`src/rtl/uart_tx_ctrl.sv`:
```
// UART transmit sequencer: accepts a byte, drives the external 9-bit shift
// register through its start/shift control pair and times every bit on the line.
module uart_tx_ctrl #(
    parameter int CLKS_PER_BIT = 868,
    parameter int STOP_BITS    = 1
) (
    input  logic       clk,
    input  logic       rst,
    input  logic       tx_valid,
    input  logic [7:0] tx_data,
    output logic       tx_ready,
    output logic [8:0] xmt_shift_reg,
    output logic       start,
    output logic       shift,
    input  logic       shifted_lsb,
    output logic       tx,
    output logic       busy,
    output logic       tx_done
);

    localparam int BAUD_W = $clog2(STOP_BITS * CLKS_PER_BIT);
    localparam logic [BAUD_W-1:0] BIT_LAST  = BAUD_W'(CLKS_PER_BIT - 1);
    localparam logic [BAUD_W-1:0] STOP_LAST = BAUD_W'(STOP_BITS * CLKS_PER_BIT - 1);
    localparam logic [BAUD_W-1:0] BAUD_ZERO = BAUD_W'(0);
    localparam logic [BAUD_W-1:0] BAUD_ONE  = BAUD_W'(1);

    typedef enum logic [1:0] {
        IDLE = 2'd0,
        LOAD = 2'd1,
        DATA = 2'd2,
        STOP = 2'd3
    } state_t;

    state_t              r_state;
    logic [BAUD_W-1:0]   r_baud_cnt;
    logic [3:0]          r_bit_cnt;
    logic [8:0]          r_xmt_shift_reg;
    logic                r_tx_done;

    state_t              w_state_nxt;
    logic [BAUD_W-1:0]   w_baud_nxt;
    logic [3:0]          w_bit_nxt;
    logic [8:0]          w_xsr_nxt;
    logic                w_done_nxt;

    // State, counters, load value and completion pulse registers
    always_ff @(posedge clk or negedge rst) begin
        if (!rst) begin
            r_state         <= IDLE;
            r_baud_cnt      <= BAUD_ZERO;
            r_bit_cnt       <= 4'd0;
            r_xmt_shift_reg <= 9'h000;
            r_tx_done       <= 1'b0;
        end else begin
            r_state         <= w_state_nxt;
            r_baud_cnt      <= w_baud_nxt;
            r_bit_cnt       <= w_bit_nxt;
            r_xmt_shift_reg <= w_xsr_nxt;
            r_tx_done       <= w_done_nxt;
        end
    end

    // Next-state and counter update; the 9th shift leaves the fill 1 as stop bit
    always_comb begin
        w_state_nxt = r_state;
        w_baud_nxt  = r_baud_cnt;
        w_bit_nxt   = r_bit_cnt;
        w_xsr_nxt   = r_xmt_shift_reg;
        w_done_nxt  = 1'b0;
        case (r_state)
            IDLE: begin
                if (tx_valid) begin
                    w_xsr_nxt   = {tx_data, 1'b0};
                    w_state_nxt = LOAD;
                end else begin
                    w_state_nxt = IDLE;
                end
            end
            LOAD: begin
                w_state_nxt = DATA;
                w_baud_nxt  = BAUD_ZERO;
                w_bit_nxt   = 4'd0;
            end
            DATA: begin
                if (r_baud_cnt == BIT_LAST) begin
                    w_baud_nxt = BAUD_ZERO;
                    w_bit_nxt  = r_bit_cnt + 4'd1;
                    if (r_bit_cnt == 4'd8) begin
                        w_state_nxt = STOP;
                    end else begin
                        w_state_nxt = DATA;
                    end
                end else begin
                    w_baud_nxt = r_baud_cnt + BAUD_ONE;
                end
            end
            STOP: begin
                if (r_baud_cnt == STOP_LAST) begin
                    w_state_nxt = IDLE;
                    w_baud_nxt  = BAUD_ZERO;
                    w_done_nxt  = 1'b1;
                end else begin
                    w_baud_nxt = r_baud_cnt + BAUD_ONE;
                end
            end
            default: begin
                w_state_nxt = IDLE;
                w_baud_nxt  = BAUD_ZERO;
                w_bit_nxt   = 4'd0;
            end
        endcase
    end

    // Line level follows the shift register only while it holds a live frame
    always_comb begin
        tx       = 1'b1;
        start    = 1'b1;
        shift    = 1'b0;
        tx_ready = 1'b0;
        busy     = 1'b1;
        case (r_state)
            IDLE: begin
                tx_ready = 1'b1;
                busy     = 1'b0;
            end
            LOAD: begin
                start = 1'b0;
            end
            DATA: begin
                tx    = shifted_lsb;
                shift = (r_baud_cnt == BIT_LAST);
            end
            STOP: begin
                tx = shifted_lsb;
            end
            default: begin
                tx = 1'b1;
            end
        endcase
    end

    assign xmt_shift_reg = r_xmt_shift_reg;
    assign tx_done       = r_tx_done;

endmodule

```
`config.mk`:
```
export PLATFORM = sky130hd
export DESIGN_NAME = uart_tx_ctrl
export DESIGN_NICKNAME = d
export VERILOG_FILES = /design/src/rtl/uart_tx_ctrl.sv
export SDC_FILE = /design/constraint.sdc
export NUM_CORES = 1
export LEC_CHECK = 0
export CORE_MARGIN = 3
export CORE_UTILIZATION = 47
export CTS_BUF_LIST = sky130_fd_sc_hd__clkbuf_4
export CTS_CLUSTER_SIZE = 12
export DETAILED_ROUTE_END_ITERATION = 8
export GPL_TIMING_DRIVEN = 0
export PLACE_DENSITY = 0.75
export SYNTH_ARGS = -nofsm -noshare
export SYNTH_HDL_FRONTEND = slang
export SYNTH_SLANG_ARGS = --single-unit
```
`constraint.sdc`:
```
create_clock -name clk -period 1.7 [get_ports clk]
set_input_delay 0.34 -clock clk [delete_from_list [all_inputs] [get_ports clk]]
set_output_delay 0.34 -clock clk [all_outputs]
set_load 0.01 [all_outputs]
```
==> flow_summary.yaml <==
drt:
  drt.antenna.violating_nets: 0
  drt-initial-drc-count: 62
  drc: 0
  firstDrtPassIters: 4
  drt-vias-per-instance: 5.57
  via_count: 1152
  wirelength_um: 3150
  detail_route.wl_per_cell_um: 15.2
worst_hold_path:
  whs_endpoint: "xmt_shift_reg[8]"
  whs_path_depth: 1
  hold_path_startpoint: "xmt_shift_reg[8]"
  hold_class: "reg -> reg"
synthesis:
  yosysTopAreaCell: "dfrtp_1"
  synth_compound_area_share_pct: 9.46
  synth_top_family_by_area: "simple AND/OR/NAND/NOR gates"
  syn_nets: 150
  synth_top_area_share_pct: 46.8
  yosys-top-cells-area: "dfrtp_1, mux2_2, ha_1"
  syn_area_mm2: 0.00134
  synth.area.mux_share_pct: 7.58
  synthAdderAreaFrac_pct: 6.55
  seq_area_frac_synth_pct: 46.8
  synth-simple-area-share_pct: 22.4
  syn-instance-count: 131
  ys_ff_latch: 25
  synth-xor-area-share_pct: 1.31
  ys_types: 35
  synth.avg_cell_area_um2: 10.2
  synth_warnings: 0
setup_path:
  arrival_ps: 1690
  path_buf_inv: 4
  crit_required_ps: 1360
  rr_startpoint: "r_state[0]"
  slowest_stage: "or4_4"
  path_cells: "inv_2 -> ha_4 -> inv_2 -> or4_4 -> inv_2 -> buf_6"
  cp-end-kind: "output port"
  r2r_slack_ps: -230
  timing.rr.end: "r_bit_cnt[2]"
  path_depth: 6
  start_kind: "flip-flop"
  cp_common_cell: "inv_2"
  path_class: "reg -> out"
  cp_max_fo: 3
  cp_top_family: "simple AND/OR/NAND/NOR gates"
  reg2regPathDepth: 8
  cp_slowest_stage_delay_ps: 510
floorplan:
  rows: 18
  dieArea_mm2: 0.00352
  start_util_pct: 51.6
  die_w_um: 59.3
  die_height_um: 59.3
  core_area_mm2: 0.00259
  io_pins: 27
cts:
  cts_buffers: 3
  cts.path.max_buffers: 2
  ctsRootBufferMaster: "clkbuf_4"
  insertion_delay_ps: 320
  h-tree-depth: 1
  cts_tree: "yes"
  clk_pin_slew_worst_paths_ps: 140
  clock_sinks: 25
global_route:
  grt_usage_pct: 19.5
  grt_pass1_vias: 1135
  grt_pass1_wl_um: 5190
  grt_antenna_before_repair: 0
  grt_start_max_net_pins: 26
  grt_overflow_total: 0
placed_design:
  postPlaceCellArea_mm2: 0.00164
  dp_hpwl_um: 2000
  routabilityCongestion: 0.862
  io_buffer_count: 25
power:
  ir_worst_vdd_v: 0.000508
  p_int_mw: 0.708
  p_clk_share_pct: 30.1
  p_comb_share_pct: 4.6
  total_power_mw: 0.911
  p_sw_share_pct: 22.3
  power_leakage_nw: 0.855
  p_sw_mw: 0.203
  share_seq_of_total_power_pct: 65.3
  powerDensity_mw_per_mm2: 480
cells_and_area:
  diodes: 0
  drive_gt1_share_pct: 35.0
  mostFrequentLayoutCells: "dfrtp_1, clkdlybuf4s50_1, nand2_1, buf_4, nand3_1"
  syn_to_final_growth_pct: 41.9
  layout.nets: 197
  final_area_mm2: 0.00190
  fillCellCount: 167
  largest_register_ffs: 10
  final_core_util_pct: 73.2
  final_common_cell: "dfrtp_1"
timing:
  fmax_ghz: 0.492
  finalCriticalPeriod_ps: 2030
  final-setup-viol-count: 4
  slew_headroom_pct: 26.4
  slew_violations: 0
  finalCritPeriodShare_pct: 120
  grt_setup_unrepaired: "yes"
  holdWs_ps: 520
  finalHoldViolCount: 0
  setup_slack_ps: -333
  tightestPinTransition_ps: 1100
  finClkSkew_ps: 3.88
status:
  outcome: "finished with violations"
  violations: "setup timing"
job:
  cap_violations: 0
## power groups by stage
stage | sequential [mW] | combinational [mW] | clock (mW)
floorplan | 0.606 | 0.00446 | 0
global placement | 0.606 | 0.0425 | 0
detailed placement | 0.606 | 0.0436 | 0
CTS | 0.595 | 0.0428 | 0.282
global route | 0.595 | 0.0468 | 0.301
finish | 0.595 | 0.0419 | 0.274
## how the worst max path moves through the flow
stage,start,end,slack [ps]
3_5_place_dp,r_baud_cnt[0],shift,-510
6_report,r_state[0],shift,-330
3_3_place_gp,r_baud_cnt[0],shift,-480
2_1_floorplan,r_baud_cnt[0],r_baud_cnt[4],-3
4_1_cts,r_baud_cnt[3],shift,-330
5_1_grt,r_baud_cnt[3],shift,-400
## layer usage
metal / GRT usage, % / vias to the layer above / part of all wire [%]
met5: 0 / - / 0
met4: 7.12 / 0 / 1.2
met3: 2.83 / 4 / 4.0
met2: 31.0 / 33 / 50
met1: 26.7 / 565 / 45
li1: - / 550 / -
## logic make-up (layout without fill, tap and decap cells)
logic type	after synthesis	count (layout)
and+or+nand+nor	53	53
DFF	25	25
AOI/OAI and AO/OA	19	19
buffers and inverters	15	61
muxes	9	9
adders and majority gates	7	7
xor gates and xnor gates	2	2
other	1	1
## area by class of cell
class,count,area [um^2],share of cell area [%]
timing repair buffer,42,380,20.1
buffer,4,35.0,1.85
tap,30,37.5,1.98
sequential,25,627,33.1
clock inverter,1,5.00,0.264
multi-input combinational,91,744,39.3
clock buffer,3,22.5,1.19
inverter,11,43.8,2.31
## synth_stat cells, drive strengths merged
master and number:
inv 11, o311ai 4, nand4 3, or4 1, or3 1, nor3b 1, a31o 1, nand4b 2
nor4b 1, and3b 2, mux2 9, o21a 1, nand4bb 1, a31oi 1, nand2b 2, and2 2
a21boi 1, dfrtp 25, o21ai 10, nor4 2, nor2 5, ha 7, and3 1, nand3b 1
a21oi 1, clkbuf 1, nand2 16, xor2 2, or2 1, buf 3, conb 1, nand3 11
## through the flow
step | setup TNS, ps | setup WS [ps] | instances
after floorplan | -9.96 | -2.55 | 131
after global placement | -2240 | -475 | 186
after detailed placement | -3670 | -511 | 186
after CTS | -608 | -325 | 207
after global routing | -1240 | -398 | 207
final | -742 | -333 | 207
## timing repair
action / in CTS / in global routing
gates cloned: 0 / 0
gates resized for setup: 41 / 9
hold buffers: 0 / 0
setup buffers: 17 / 0
setup endpoints to repair: 15 / 24
pin swaps: 9 / 2
hold endpoints to repair: 0 / 0
Note: power is estimated with default switching activity, not from simulation.
